==> src/rtl/ifetch_unit_pkg.sv <==
// Shared definitions for the instruction-fetch stage: FSM state encoding,
// default datapath width and the sequential PC increment.
package ifetch_unit_pkg;

    localparam int unsigned XLEN_DEFAULT = 32;
    localparam int unsigned PC_STEP      = 4;

    typedef enum logic [1:0] {
        S_REQ   = 2'd0,  // may issue a request when credit allows
        S_WAIT  = 2'd1,  // one request outstanding, waiting for its response
        S_DROP  = 2'd2,  // outstanding response belongs to a squashed path
        S_FAULT = 2'd3   // misaligned PC seen; parked until redirect
    } fetch_state_t;

endpackage

==> src/rtl/ifetch_buf.sv <==
// Two-entry FIFO of {instruction, pc} pairs between fetch and decode.
// Ports:
//   clk, rst_n         clock, asynchronous active-low reset
//   push, push_data,
//   push_pc            write one entry (never issued when full)
//   pop                remove head (caller qualifies with head_valid)
//   flush              empty the FIFO; wins over push and pop
//   count              current occupancy 0..2
//   head_valid/data/pc oldest entry; data/pc read as 0 when empty
module ifetch_buf #(
    parameter int unsigned W = 32
) (
    input  logic         clk,
    input  logic         rst_n,
    input  logic         push,
    input  logic [W-1:0] push_data,
    input  logic [W-1:0] push_pc,
    input  logic         pop,
    input  logic         flush,
    output logic [1:0]   count,
    output logic         head_valid,
    output logic [W-1:0] head_data,
    output logic [W-1:0] head_pc
);

    logic [W-1:0] data_q [2];
    logic [W-1:0] pc_q   [2];
    logic         rd_ptr;
    logic         wr_ptr;
    logic [1:0]   count_q;

    always_ff @(posedge clk or negedge rst_n) begin
        if (!rst_n) begin
            for (int unsigned i = 0; i < 2; i++) begin
                data_q[i] <= '0;
                pc_q[i]   <= '0;
            end
            rd_ptr  <= 1'b0;
            wr_ptr  <= 1'b0;
            count_q <= '0;
        end else if (flush) begin
            rd_ptr  <= 1'b0;
            wr_ptr  <= 1'b0;
            count_q <= '0;
        end else begin
            if (push) begin
                data_q[wr_ptr] <= push_data;
                pc_q[wr_ptr]   <= push_pc;
                wr_ptr         <= ~wr_ptr;
            end
            if (pop) begin
                rd_ptr <= ~rd_ptr;
            end
            case ({push, pop})
                2'b10:   count_q <= count_q + 2'd1;
                2'b01:   count_q <= count_q - 2'd1;
                default: count_q <= count_q;
            endcase
        end
    end

    assign count      = count_q;
    assign head_valid = (count_q != 2'd0);
    assign head_data  = head_valid ? data_q[rd_ptr] : '0;
    assign head_pc    = head_valid ? pc_q[rd_ptr]   : '0;

endmodule

==> src/rtl/ifetch_unit.sv <==
// Instruction-fetch stage. Reads the PC register, issues one word request at
// a time to instruction memory, and buffers {instruction, pc} for decode.
// Drives the PC register load: pc+4 on each accepted request, or redirect_pc.
// Ports:
//   pc_in / pc_load / pc_next           PC register interface
//   redirect_valid / redirect_pc        branch or jump taken this cycle
//   imem_req_valid/ready/addr           fetch request channel
//   imem_rsp_valid/data                 single-cycle response pulse
//   inst_valid/ready/data/pc            decode handshake (buffer head)
//   fetch_misalign                      sticky misaligned-PC flag
module ifetch_unit
    import ifetch_unit_pkg::*;
#(
    parameter int unsigned XLEN      = XLEN_DEFAULT,
    parameter int unsigned BUF_DEPTH = 2
) (
    input  logic            clk,
    input  logic            rst_n,
    input  logic [XLEN-1:0] pc_in,
    output logic            pc_load,
    output logic [XLEN-1:0] pc_next,
    input  logic            redirect_valid,
    input  logic [XLEN-1:0] redirect_pc,
    output logic            imem_req_valid,
    input  logic            imem_req_ready,
    output logic [XLEN-1:0] imem_req_addr,
    input  logic            imem_rsp_valid,
    input  logic [XLEN-1:0] imem_rsp_data,
    output logic            inst_valid,
    input  logic            inst_ready,
    output logic [XLEN-1:0] inst_data,
    output logic [XLEN-1:0] inst_pc,
    output logic            fetch_misalign
);

    localparam logic [1:0] BUF_FULL = 2'(BUF_DEPTH);

    fetch_state_t    state_q;
    fetch_state_t    state_d;
    logic [XLEN-1:0] req_pc_q;
    logic            misalign_q;

    logic [1:0]      buf_count;
    logic            buf_valid;
    logic            push_c;
    logic            req_valid_c;
    logic            req_accept;
    logic            load_c;
    logic [XLEN-1:0] next_c;
    logic            credit;
    logic            misaligned;

    always_ff @(posedge clk or negedge rst_n) begin
        if (!rst_n) begin
            state_q    <= S_REQ;
            req_pc_q   <= '0;
            misalign_q <= 1'b0;
        end else begin
            state_q <= state_d;
            if (req_accept) begin
                req_pc_q <= pc_in;
            end
            if (redirect_valid) begin
                misalign_q <= 1'b0;
            end else if (state_q == S_REQ && misaligned) begin
                misalign_q <= 1'b1;
            end
        end
    end

    always_comb begin
        state_d     = state_q;
        req_valid_c = 1'b0;
        req_accept  = 1'b0;
        push_c      = 1'b0;
        load_c      = 1'b0;
        next_c      = '0;
        credit      = (buf_count < BUF_FULL) && (state_q == S_REQ);
        misaligned  = (pc_in[1:0] != 2'b00);

        // Redirect reloads the PC from any state and suppresses the +4 path.
        if (redirect_valid) begin
            load_c = 1'b1;
            next_c = redirect_pc;
        end

        case (state_q)
            S_REQ: begin
                if (!redirect_valid) begin
                    if (misaligned) begin
                        state_d = S_FAULT;
                    end else if (credit) begin
                        req_valid_c = 1'b1;
                        if (imem_req_ready) begin
                            req_accept = 1'b1;
                            load_c     = 1'b1;
                            next_c     = pc_in + XLEN'(PC_STEP);
                            state_d    = S_WAIT;
                        end
                    end
                end
            end
            S_WAIT: begin
                if (redirect_valid) begin
                    state_d = imem_rsp_valid ? S_REQ : S_DROP;
                end else if (imem_rsp_valid) begin
                    push_c  = 1'b1;
                    state_d = S_REQ;
                end
            end
            S_DROP: begin
                // The squashed response retires the outstanding request even
                // if another redirect lands in the same cycle.
                if (imem_rsp_valid) begin
                    state_d = S_REQ;
                end
            end
            S_FAULT: begin
                if (redirect_valid) begin
                    state_d = S_REQ;
                end
            end
            default: state_d = S_REQ;
        endcase
    end

    ifetch_buf #(
        .W (XLEN)
    ) u_buf (
        .clk        (clk),
        .rst_n      (rst_n),
        .push       (push_c),
        .push_data  (imem_rsp_data),
        .push_pc    (req_pc_q),
        .pop        (buf_valid & inst_ready),
        .flush      (redirect_valid),
        .count      (buf_count),
        .head_valid (buf_valid),
        .head_data  (inst_data),
        .head_pc    (inst_pc)
    );

    // Combinational outputs are held at 0 while reset is asserted.
    assign imem_req_valid = rst_n & req_valid_c;
    assign imem_req_addr  = rst_n ? pc_in : '0;
    assign pc_load        = rst_n & load_c;
    assign pc_next        = rst_n ? next_c : '0;
    assign inst_valid     = buf_valid;
    assign fetch_misalign = misalign_q;

endmodule
==> config.mk <==
export PLATFORM = sky130hd
export DESIGN_NAME = ifetch_unit
export DESIGN_NICKNAME = d
export VERILOG_FILES = /design/src/rtl/ifetch_unit_pkg.sv /design/src/rtl/ifetch_buf.sv /design/src/rtl/ifetch_unit.sv
export SDC_FILE = /design/constraint.sdc
export NUM_CORES = 1
export LEC_CHECK = 0
export CAP_MARGIN = 10
export CORE_MARGIN = 3
export CORE_UTILIZATION = 35
export CTS_BUF_LIST = sky130_fd_sc_hd__clkbuf_4 sky130_fd_sc_hd__clkbuf_8
export DETAILED_ROUTE_END_ITERATION = 16
export HOLD_SLACK_MARGIN = 0.03
export REMOVE_ABC_BUFFERS = 1
export SKIP_CTS_REPAIR_TIMING = 1
export SLEW_MARGIN = 5
export SYNTH_ARGS = -nofsm -noshare
export SYNTH_HDL_FRONTEND = slang
export SYNTH_HIERARCHICAL = 1
export SYNTH_SLANG_ARGS = --single-unit
==> constraint.sdc <==
create_clock -name clk -period 2.1 [get_ports clk]
set_input_delay 0.42 -clock clk [delete_from_list [all_inputs] [get_ports clk]]
set_output_delay 0.42 -clock clk [all_outputs]
set_load 0.01 [all_outputs]
Word-level counts from Yosys, hierarchy flattened
Cells that the tools add are included.
Operators by class
  $add $sub $neg: 3
  order comparisons: 4
  eq/ne operators: 9
  multiplexer cells: 55
  bitwise logic cells: 8
  reduce and logical (&&, ||, !) cells: 12
Operators by type and width (count)
  $mux W32: 17
  $bwmux W64: 2
  $add A32 B3 Y32 const B: 1
  $demux W32 S1: 1
  $mux W1: 24
  $mux W2: 9
  $reduce_bool A2 Y1: 5
  $pmux W2 S4: 1
  $eq A2 B2 Y1 const B: 3
  $ne A3 B3 Y1 const B: 2
  $eq A2 B1 Y1 const B: 2
  $ge A2 B2 Y1 const B: 2
  $ne A2 B2 Y1 const B: 2
  $not A1 Y2: 2
  $pmux W2 S2: 1
  $reduce_and A4 Y1: 1
  $and A1 B1 Y1: 3
  $logic_and A1 B1 Y1: 3
  $not A1 Y1: 3
  $reduce_bool A3 Y1: 1
  $add A2 B1 Y2 const B: 1
  $logic_not A2 Y1: 1
  $lt A2 B1 Y1 const B: 1
  $lt A2 B2 Y1 const B: 1
  2 further kinds: 2
Storage, ports and cells
  register bits after elaboration: 167
  input port bits: 102
  output and inout port bits: 132
  logic and storage cells: 101

Logic depth before layout (Yosys ltp)
Gate-level depths: netlist of the first run.
  depth in word-level cells: 7
  depth in mapped cells: 8
  mapped depth without buffers: 6

By module
The synthesis of the first run kept the hierarchy.
Modules (own cells, without submodules)
  ifetch_buf: instances 1, cells an instance 433, area each 6233.5 um2, sequential area each 3303.2 um2
  ifetch_unit: instances 1, cells an instance 292, area each 2536.2 um2, sequential area each 875.8 um2

Worst setup path before layout of the first run
OpenSTA, ideal clock, no wires.
  path kind: input-to-reg
  start: input port redirect_valid
  end: register u_buf/data_q[32] (netlist bit)
  library setup time: 0.125 ns
  data arrival time: 2.175 ns
  data required time: 1.975 ns
  path slack: -0.200 ns
  stages on the path: 6
  path buffers: 3
  cell sequence: clkbuf_1 nor4bb_1 nor3b_2 buf_6 buf_12 mux2_4
On the way
  word-level cells in the longest chain between the ends: 3
  elaborated cells on any way between the ends: 4
  those cells by class: mux: 2; bitwise: 1; reduce/logical: 1
Ends and longest elaborated chain
  start: declaration: line ifetch_unit.sv:22  | input logic redirect_valid,
  $mux W1: line ifetch_unit.sv:104  | if (redirect_valid) begin
  $mux W1: line ifetch_unit.sv:87  | case (state_q)
  named net push_c: line ifetch_unit.sv:45  | logic push_c;
  $reduce_and A2 Y1 (no source line)
  end signal: indexed assignment: line ifetch_buf.sv:47  | data_q[wr_ptr] <= push_data;
  end: declaration: line ifetch_buf.sv:26  | logic [W-1:0] data_q [2];
The timed path passes the listed nets, and every way through them passes these cells.
A chain may end at the register's enable or synchronous reset.

Final worst setup path of the first run
  start: register u_buf.count_q[1] (netlist: u_buf/count[1])
  end: output port pc_next[4]
On the way
  word-level cells in the longest chain between the ends: 7
Ends and longest elaborated chain
  start: declaration: line ifetch_buf.sv:30  | logic [1:0] count_q;
  start signal: assignment: line ifetch_buf.sv:55  | 2'b10: count_q <= count_q + 2'd1;
  start signal: assignment: line ifetch_buf.sv:56  | 2'b01: count_q <= count_q - 2'd1;
  start signal: assignment: line ifetch_buf.sv:57  | default: count_q <= count_q;
  $lt A2 B2 Y1: line ifetch_unit.sv:78  | credit = (buf_count < BUF_FULL) && (state_q == S_REQ);
  $logic_and A1 B1 Y1: line ifetch_unit.sv:78
  $mux W32: line ifetch_unit.sv:92  | end else if (credit) begin
  $mux W32: line ifetch_unit.sv:90  | if (misaligned) begin
  $mux W32: line ifetch_unit.sv:89  | if (!redirect_valid) begin
  $mux W32: line ifetch_unit.sv:87
  $mux W32: line ifetch_unit.sv:147  | assign pc_next = rst_n ? next_c : '0;
  end: declaration: line ifetch_unit.sv:21  | output logic [XLEN-1:0] pc_next,
Every way passes these cells.

==> flow_summary.json, run 1 <==
{
  "die_w_um": 164,
  "totalPowerFinal_uw": 11400,
  "grt_pass1_vias": 6793,
  "endpoint_kind": "primary output",
  "status": "finished with violations",
  "start_util": 0.358,
  "place.detailed.hpwl_um": 17200,
  "dp_worst_setup_slack_ps": -1080,
  "avgViaCountPerCell": 4.76,
  "tightestPinTransition_ps": 842,
  "ys.warnings.count": 6,
  "yosysSeqAreaShare": 0.477,
  "cpPeakStageDelay_ps": 410,
  "path_cells": "nor3_2 -> and3_1 -> nand3b_1 -> buf_12 -> o21ai_0 -> buf_2",
  "ys_ff_latch": 167,
  "syn_to_final_growth_pct": 46.6,
  "clkTransAtPathRegs_ps": 100,
  "min_path_type": "in2async",
  "drc": 0,
  "path_max_fanout": 30,
  "final-hold-violation-count": 0,
  "drive_gt1_frac": 0.414,
  "multi_input_area_mm2": 0.00438,
  "crit_arrival_ps": 1930,
  "core_mm2": 0.0245,
  "power.density_mw_per_mm2": 884,
  "fin_crit_ps": 2350,
  "grtUsageTotal": 0.182,
  "dieArea_mm2": 0.0270,
  "syn-cell-area_mm2": 0.00877,
  "layout.nets": 1171,
  "cts-buffers-inserted": 17,
  "cts.sinks": 167,
  "final_cell_mix": "dfrtp_1, clkdlybuf4s50_1, mux2_2",
  "setup_viol": 84,
  "drt_first_pass_iters": 6,
  "setup_ws_ps": -254,
  "regArea_mm2": 0.00418,
  "cts_tree": "done",
  "vdd_ir_drop_max_mv": 0.506,
  "ys_types": 44,
  "grt_max_degree": 44,
  "antennaDiodeCount": 0,
  "clkLatencyLatePin_ps": 450,
  "cts_buffer_depth": 2,
  "grt_first_pass_wirelength_um": 38100,
  "globalplace.congestion": 0.741,
  "cpMaxStageDelayCell": "dfrtp_1",
  "violations": "setup timing",
  "leakagePower_uw": 0.00626,
  "fill_cells": 2227,
  "critPathKind": "reg2out",
  "htreeDepth": 4,
  "cp_top_family": "simple AND/OR/NAND/NOR gates",
  "antenna_found_initial": 2,
  "drt_iter0_markers": 285,
  "crit_buf_inv": 2,
  "drv_slew": 0,
  "maxCapViolCount": 0,
  "io_buffers": 233,
  "overflow": 0,
  "wl_per_cell_um": 19.0,
  "fp-row-count": 57,
  "postSynthAreaPerCell_um2": 12.1,
  "dpl-instance-area_mm2": 0.0121,
  "max_freq_ghz": 0.425,
  "ant_nets": 0,
  "critPathLaunchType": "register",
  "final_common_cell": "dfrtp_1",
  "crit_cells": 6,
  "fin_crit_sh": 1.12,
  "finalClockSkew_ps": 18.1,
  "cts-root-buf": "clkbuf_8",
  "vias": 6690,
  "wl_um": 26800,
  "postSynthCellCount": 725,
  "slew_headroom": 0.437,
  "critical_path_required_ps": 1680,
  "die_h_um": 164,
  "io_pins": 234,
  "rsz0062_at_grt": "true",
  "stdcell_area_mm2": 0.0129,
  "reg2regPathDepth": 7
}
-- flip-flops by register name, indices dropped and copies added (netlist names) --
name and cells:
fetch_misalign 1, u_buf/pc_q 64, req_pc_q 32, u_buf/rd_ptr 1, u_buf/wr_ptr 1, u_buf/data_q 64
state_q 2, u_buf/count 2
-- worst register-to-register path, delay by kind of cell (launching register included) --
kind	cells	cell delay [ps]
and+or+nand+nor	2	510
DFF	1	410
buffers and inverters	4	720
muxes	1	300
-- cell type report --
type	instances	share of cell area
Multi-Input combinational cell	507	0.341
Sequential cell	167	0.325
Timing Repair Buffer	369	0.272
Tap cell	324	0.0315
Clock buffer	19	0.0203
Clock inverter	13	0.00866
Inverter	6	0.00175
-- power breakdown --
group          switching, uW  internal [uW]  leakage [uW]
Combinational           1820           2600       0.00388
Clock                   1290            918      0.000184
Sequential               581           4150       0.00220
-- cell usage after synthesis, drive strengths merged --
master	n	area share
nor3b	3	0.0031
nand3b	3	0.0026
nand3	8	0.0046
clkbuf	13	0.0056
nand4b	1	0.0010
nand4	11	0.0086
o21ai	36	0.021
and4	4	0.0040
dfrtp	167	0.48
inv	6	0.0026
nand2b	1	0.00071
nor2b	1	0.00071
nor2	78	0.033
and3b	2	0.0021
nor4	6	0.0096
xor2	13	0.013
and3	4	0.0029
nand2	43	0.019
nor3	9	0.0057
or2	1	0.00071
o21a	1	0.00086
mux2	154	0.22
xnor2	18	0.018
a21oi	2	0.0011
nor4bb	1	0.0011
and2	40	0.029
ha	1	0.0014
mux2i	65	0.074
buf	32	0.034
o22ai	1	0.00071
-- logic make-up after synthesis --
| family | after synthesis | share of synthesized area |
|---|---|---|
| adder cells (fa/ha/maj) | 1 | 0.00143 |
| buffers and inverters | 51 | 0.0422 |
| AND/OR/NAND/NOR | 216 | 0.128 |
| flip-flops | 167 | 0.477 |
| AO/OA/AOI/OAI | 40 | 0.0233 |
| multiplexers | 219 | 0.298 |
| XOR/XNOR | 31 | 0.0310 |
-- metrics by stage --
| stage | util | setup TNS [ps] | hold WS [ps] | cells |
|---|---|---|---|---|
| 4_1_cts | 0.510 | -55070 | -254 | 1365 |
| 3_5_place_dp | 0.495 | -74330 | 267 | 1333 |
| 6_report | 0.526 | -10230 | 116 | 1405 |
| 2_1_floorplan | - | -398300 | 124 | 680 |
| 3_3_place_gp | 0.495 | -72210 | 265 | 1333 |
| 5_1_grt | 0.526 | -19830 | 99.0 | 1405 |
-- per-layer routing --
layer | vias to the layer above | wire [um] | share of wire | track usage
li1 | 3186 | - | - | -
met1 | 3292 | 11800 | 0.44 | 0.247
met2 | 181 | 12700 | 0.47 | 0.284
met3 | 27 | 1820 | 0.068 | 0.0570
met4 | 4 | 374 | 0.014 | 0.0461
met5 | - | 27 | 0.0010 | 0
-- path summary, 6_finish.rpt --
path | from | endpoint | slack [ps]
max | u_buf/count[1] | pc_next[4] | -250
min | rst_n | u_buf/data_q[50] | 120
max reg2reg | state_q[1] | u_buf/data_q[61] | 50
min reg2reg | fetch_misalign | fetch_misalign | 510
max in group asynchronous | rst_n | u_buf/pc_q[57] | 710
min in group clk | pc_in[7] | req_pc_q[7] | 300
Power figures use the tool's default switching activity.
==> run 2: changes to the inputs <==
--- a/config.mk
+++ b/config.mk
@@ -6,6 +6,7 @@
 export NUM_CORES = 1
 export LEC_CHECK = 0
 export CAP_MARGIN = 10
+export CORE_ASPECT_RATIO = 1.1
 export CORE_MARGIN = 3
 export CORE_UTILIZATION = 35
 export CTS_BUF_LIST = sky130_fd_sc_hd__clkbuf_4 sky130_fd_sc_hd__clkbuf_8
==> flow_summary.json, run 2 (synthesis results as in run 1) <==
{
  "start_util": 0.357,
  "power.density_mw_per_mm2": 886,
  "cts-root-buf": "clkbuf_8",
  "critPathLaunchType": "register",
  "cts_tree": "done",
  "io_pins": 234,
  "place.detailed.hpwl_um": 17600,
  "status": "finished with violations",
  "die_h_um": 172,
  "whs_ps": 120,
  "wl_um": 25500,
  "stdcell_count": 1393,
  "grtUsageTotal": 0.176,
  "min_path_type": "in2async",
  "leakagePower_uw": 0.00629,
  "antennaDiodeCount": 0,
  "htreeDepth": 4,
  "wl_met2_um": 12500,
  "tightestPinTransition_ps": 524,
  "drt-met1-wl_um": 11200,
  "dieArea_mm2": 0.0270,
  "r2r-end": "u_buf/data_q[36]",
  "fin_crit_ps": 2370,
  "drc": 0,
  "cpPeakStageDelay_ps": 400,
  "die_w_um": 157,
  "overflow": 0,
  "ant_nets": 0,
  "final-hold-violation-count": 0,
  "path_max_fanout": 30,
  "max_freq_ghz": 0.423,
  "setup_tns_ps": -8430,
  "clkLatencyLatePin_ps": 450,
  "cts-buffers-inserted": 17,
  "grt_first_pass_wirelength_um": 37500,
  "setup_viol": 62,
  "drt_iter0_markers": 208,
  "maxCapViolCount": 0,
  "violations": "setup timing",
  "top_layer": "met5",
  "critical_path_required_ps": 1680,
  "core_mm2": 0.0245,
  "critPathKind": "reg2out",
  "antenna_found_initial": 1,
  "cts_buffer_depth": 2,
  "rrSetupSlack_ps": 20,
  "drive_gt1_frac": 0.407,
  "fin_crit_sh": 1.13,
  "setup_ws_ps": -267,
  "slew_headroom": 0.649,
  "cpMaxStageDelayCell": "dfrtp_1",
  "wl_per_cell_um": 18.3,
  "drt_first_pass_iters": 4,
  "final_common_cell": "dfrtp_1",
  "crit_arrival_ps": 1950,
  "finalClockSkew_ps": 14.3,
  "vias": 6761,
  "syn_to_final_growth_pct": 46.0,
  "drv_slew": 0,
  "grt_pass1_vias": 6899,
  "globalplace.congestion": 0.770,
  "clkTransAtPathRegs_ps": 100,
  "reg2regPathDepth": 7,
  "reg_top3": "u_buf/data_q (64), u_buf/pc_q (64), req_pc_q (32)",
  "dr_wl_met3_um": 1550,
  "path_cells": "nor3_2 -> and3_1 -> nand3b_1 -> buf_12 -> o21ai_0 -> clkbuf_2",
  "io_buffers": 233,
  "rsz0062_at_grt": "true",
  "avgViaCountPerCell": 4.85,
  "placed_cells": 1331,
  "fp-row-count": 60,
  "final_cell_mix": "dfrtp_1, clkdlybuf4s50_1, buf_4",
  "grt_max_degree": 45,
  "cts.sinks": 167,
  "r2r_start": "state_q[1]",
  "vdd_ir_drop_max_mv": 0.355,
  "endpoint_kind": "primary output",
  "layout.nets": 1173
}
run 2: worst max path at each step:
stage	startpoint	endpoint	slack [ps]	cells past startpoint
after floorplan	state_q[1]	u_buf/data_q[34]	-3640	3
after global placement	pc_in[13]	pc_next[25]	-1040	8
after detailed placement	pc_in[8]	pc_next[29]	-1070	8
after CTS	pc_in[8]	pc_next[29]	-1080	8
after global routing	u_buf/count[1]	pc_next[11]	-400	6
final	u_buf/count[1]	pc_next[11]	-270	6
run 2: metrics by stage:
stage	area, um^2	worst slack [ps]	power (uW)	utilization
2_1_floorplan	8420	-3640	6920	-
3_3_place_gp	12200	-1040	8690	0.495
3_5_place_dp	12200	-1070	8780	0.495
4_1_cts	12500	-1080	11000	0.511
5_1_grt	12800	-401	12000	0.522
6_report	12800	-267	11300	0.522
run 2: layout make-up:
type	instances	area, um^2
fillers	2223	11700
multi-input cells	507	4350
flip-flops and latches	167	4180
repair buffers	371	3490
well taps	310	388
clock buffers	20	263
clock inverters	12	113
inverters	6	22.5
run 2: worst max-delay path, delay by kind of cell (launching register included):
family	cells	cell delay, ps
compound gates	1	160
buf+inv	2	360
flops	1	400
simple gates	3	570
run 2: routing by layer:
layer / GRT usage / vias to the layer above
li1: - / 3201
met1: 0.228 / 3364
met2: 0.294 / 179
met3: 0.0476 / 15
met4: 0.0415 / 2
met5: 0 / -
run 2: power by group:
| part | leakage (uW) | internal [uW] | switching, uW |
|---|---|---|---|
| Combinational | 0.00390 | 2650 | 1760 |
| Clock | 0.000195 | 923 | 1270 |
| Sequential | 0.00220 | 4150 | 588 |
| Total | 0.00629 | 7720 | 3620 |
==> run 3: changes to the inputs <==
--- a/config.mk
+++ b/config.mk
@@ -12,6 +12,7 @@
 export CTS_BUF_LIST = sky130_fd_sc_hd__clkbuf_4 sky130_fd_sc_hd__clkbuf_8
 export DETAILED_ROUTE_END_ITERATION = 16
 export HOLD_SLACK_MARGIN = 0.03
+export MAX_ROUTING_LAYER = met4
 export REMOVE_ABC_BUFFERS = 1
 export SKIP_CTS_REPAIR_TIMING = 1
 export SLEW_MARGIN = 5
==> constraint.sdc (replaced) <==
create_clock -name clk -period 2.1 [get_ports clk]
set_input_delay 0.42 -clock clk [delete_from_list [all_inputs] [get_ports clk]]
set_output_delay 0.42 -clock clk [all_outputs]
set_load 0.005 [all_outputs]
==> flow_summary.json, run 3 (synthesis results as in run 1) <==
{
  "ant_nets": 0,
  "avgViaCountPerCell": 4.82,
  "final-hold-violation-count": 0,
  "htreeDepth": 4,
  "grtUsageTotal": 0.181,
  "reg_top3": "u_buf/data_q (64), u_buf/pc_q (64), req_pc_q (32)",
  "cts_buffer_depth": 2,
  "dp_worst_setup_slack_ps": -1030,
  "utilization": 0.552,
  "maxCapViolCount": 0,
  "path_max_fanout": 7,
  "vias": 6898,
  "drive_gt1_frac": 0.456,
  "cts-root-buf": "clkbuf_8",
  "grt_pass1_vias": 6765,
  "cts-buffers-inserted": 17,
  "fp-row-count": 60,
  "critical_path_required_ps": 1680,
  "globalplace.congestion": 0.783,
  "dpl-instance-area_mm2": 0.0121,
  "vdd_ir_drop_max_mv": 0.381,
  "cts.sinks": 167,
  "clkTransAtPathRegs_ps": 90,
  "start_util": 0.357,
  "totalPowerFinal_uw": 11800,
  "max_freq_ghz": 0.391,
  "fin_crit_ps": 2560,
  "grt_first_pass_wirelength_um": 37300,
  "setup_ws_ps": -460,
  "wl_um": 27000,
  "fill_cells": 2160,
  "cts_tree": "done",
  "final_common_cell": "dfrtp_1",
  "die_w_um": 157,
  "critPathKind": "reg2out",
  "leakagePower_uw": 0.00685,
  "finalClockSkew_ps": 11.6,
  "overflow": 0,
  "tightestPinTransition_ps": 508,
  "drt_first_pass_iters": 4,
  "fin_crit_sh": 1.22,
  "violations": "setup timing",
  "crit_arrival_ps": 2140,
  "status": "finished with violations",
  "stdcell_area_mm2": 0.0136,
  "endpoint_kind": "primary output",
  "antenna_found_initial": 0,
  "die_h_um": 172,
  "place.detailed.hpwl_um": 17000,
  "grt_max_degree": 52,
  "layout.nets": 1211,
  "final_cell_mix": "dfrtp_1, buf_4, clkdlybuf4s50_1",
  "drc": 0,
  "rsz0062_at_grt": "true",
  "io_pins": 234,
  "power.density_mw_per_mm2": 872,
  "io_buffers": 233,
  "core_mm2": 0.0245,
  "antennaDiodeCount": 0,
  "wl_per_cell_um": 18.9,
  "setup_tns_ps": -16310,
  "min_path_type": "in2async",
  "clkLatencyLatePin_ps": 450,
  "syn_to_final_growth_pct": 54.6,
  "slew_headroom": 0.661,
  "dieArea_mm2": 0.0270,
  "drt_iter0_markers": 283,
  "setup_viol": 127,
  "drv_slew": 0,
  "critPathLaunchType": "register"
}
[run 3: changes by cell type in the layout (fill, tap and decap cells not counted), moves of 11 or more]
cell / previous run / this run
dlymetal6s2s_1: 35 / 47
o21ai_1: 28 / 9
buf_2: 50 / 39
buf_6: 12 / 37
o21ai_2: 0 / 25
buf_4: 93 / 109
[run 3: path summary, 6_finish.rpt]
path / from / endpoint / slack [ps] / depth (start not counted)
setup / recovery: state_q[1] / pc_next[29] / -460 / 7
hold / removal: rst_n / u_buf/data_q[50] / 120 / 3
setup reg to reg: state_q[1] / u_buf/pc_q[32] / -50 / 7
hold reg to reg: u_buf/pc_q[29] / u_buf/pc_q[29] / 510 / 1
max in group asynchronous: rst_n / req_pc_q[4] / 1270 / 3
min in group clk: pc_in[16] / req_pc_q[16] / 320 / 3
[run 3: cell type report]
| cell class | count | area, um^2 | area share |
|---|---|---|---|
| tap | 310 | 388 | 0.0286 |
| clock inverter | 13 | 140 | 0.0103 |
| inverter | 6 | 22.5 | 0.00166 |
| clock buffer | 19 | 255 | 0.0188 |
| sequential | 167 | 4180 | 0.308 |
| multi-input combinational | 507 | 4580 | 0.338 |
| timing repair buffer | 409 | 3990 | 0.294 |
[run 3: critical path, stage by stage (launching register included)]
cell and delay (ps):
dfrtp_1 400, nor3_2 240, and3_1 210, nand3b_1 200
buf_6 210, buf_6 160, o21ai_2 130, clkbuf_2 120
[run 3: report_power, final]
group	internal (uW)	switching, uW
registers	4150	592
clock network	1020	1270
logic	2960	1820
total	8140	3690
[run 3: per-layer routing]
| layer | vias to the layer above | routed length (um) | share of wire | GRT usage |
|---|---|---|---|---|
| met5 | - | 0 | 0 | - |
| met4 | 0 | 278 | 0.010 | 0.0369 |
| met3 | 21 | 1590 | 0.059 | 0.0451 |
| met2 | 193 | 13300 | 0.49 | 0.286 |
| met1 | 3400 | 11900 | 0.44 | 0.239 |
| li1 | 3284 | - | - | - |
[run 3: metrics by stage]
| step | cells | hold slack [ps] |
|---|---|---|
| 3_5_place_dp | 1324 | 415 |
| 5_1_grt | 1431 | 88.9 |
| 4_1_cts | 1356 | -97.6 |
| 2_1_floorplan | 680 | 124 |
| 3_3_place_gp | 1324 | 413 |
| 6_report | 1431 | 117 |
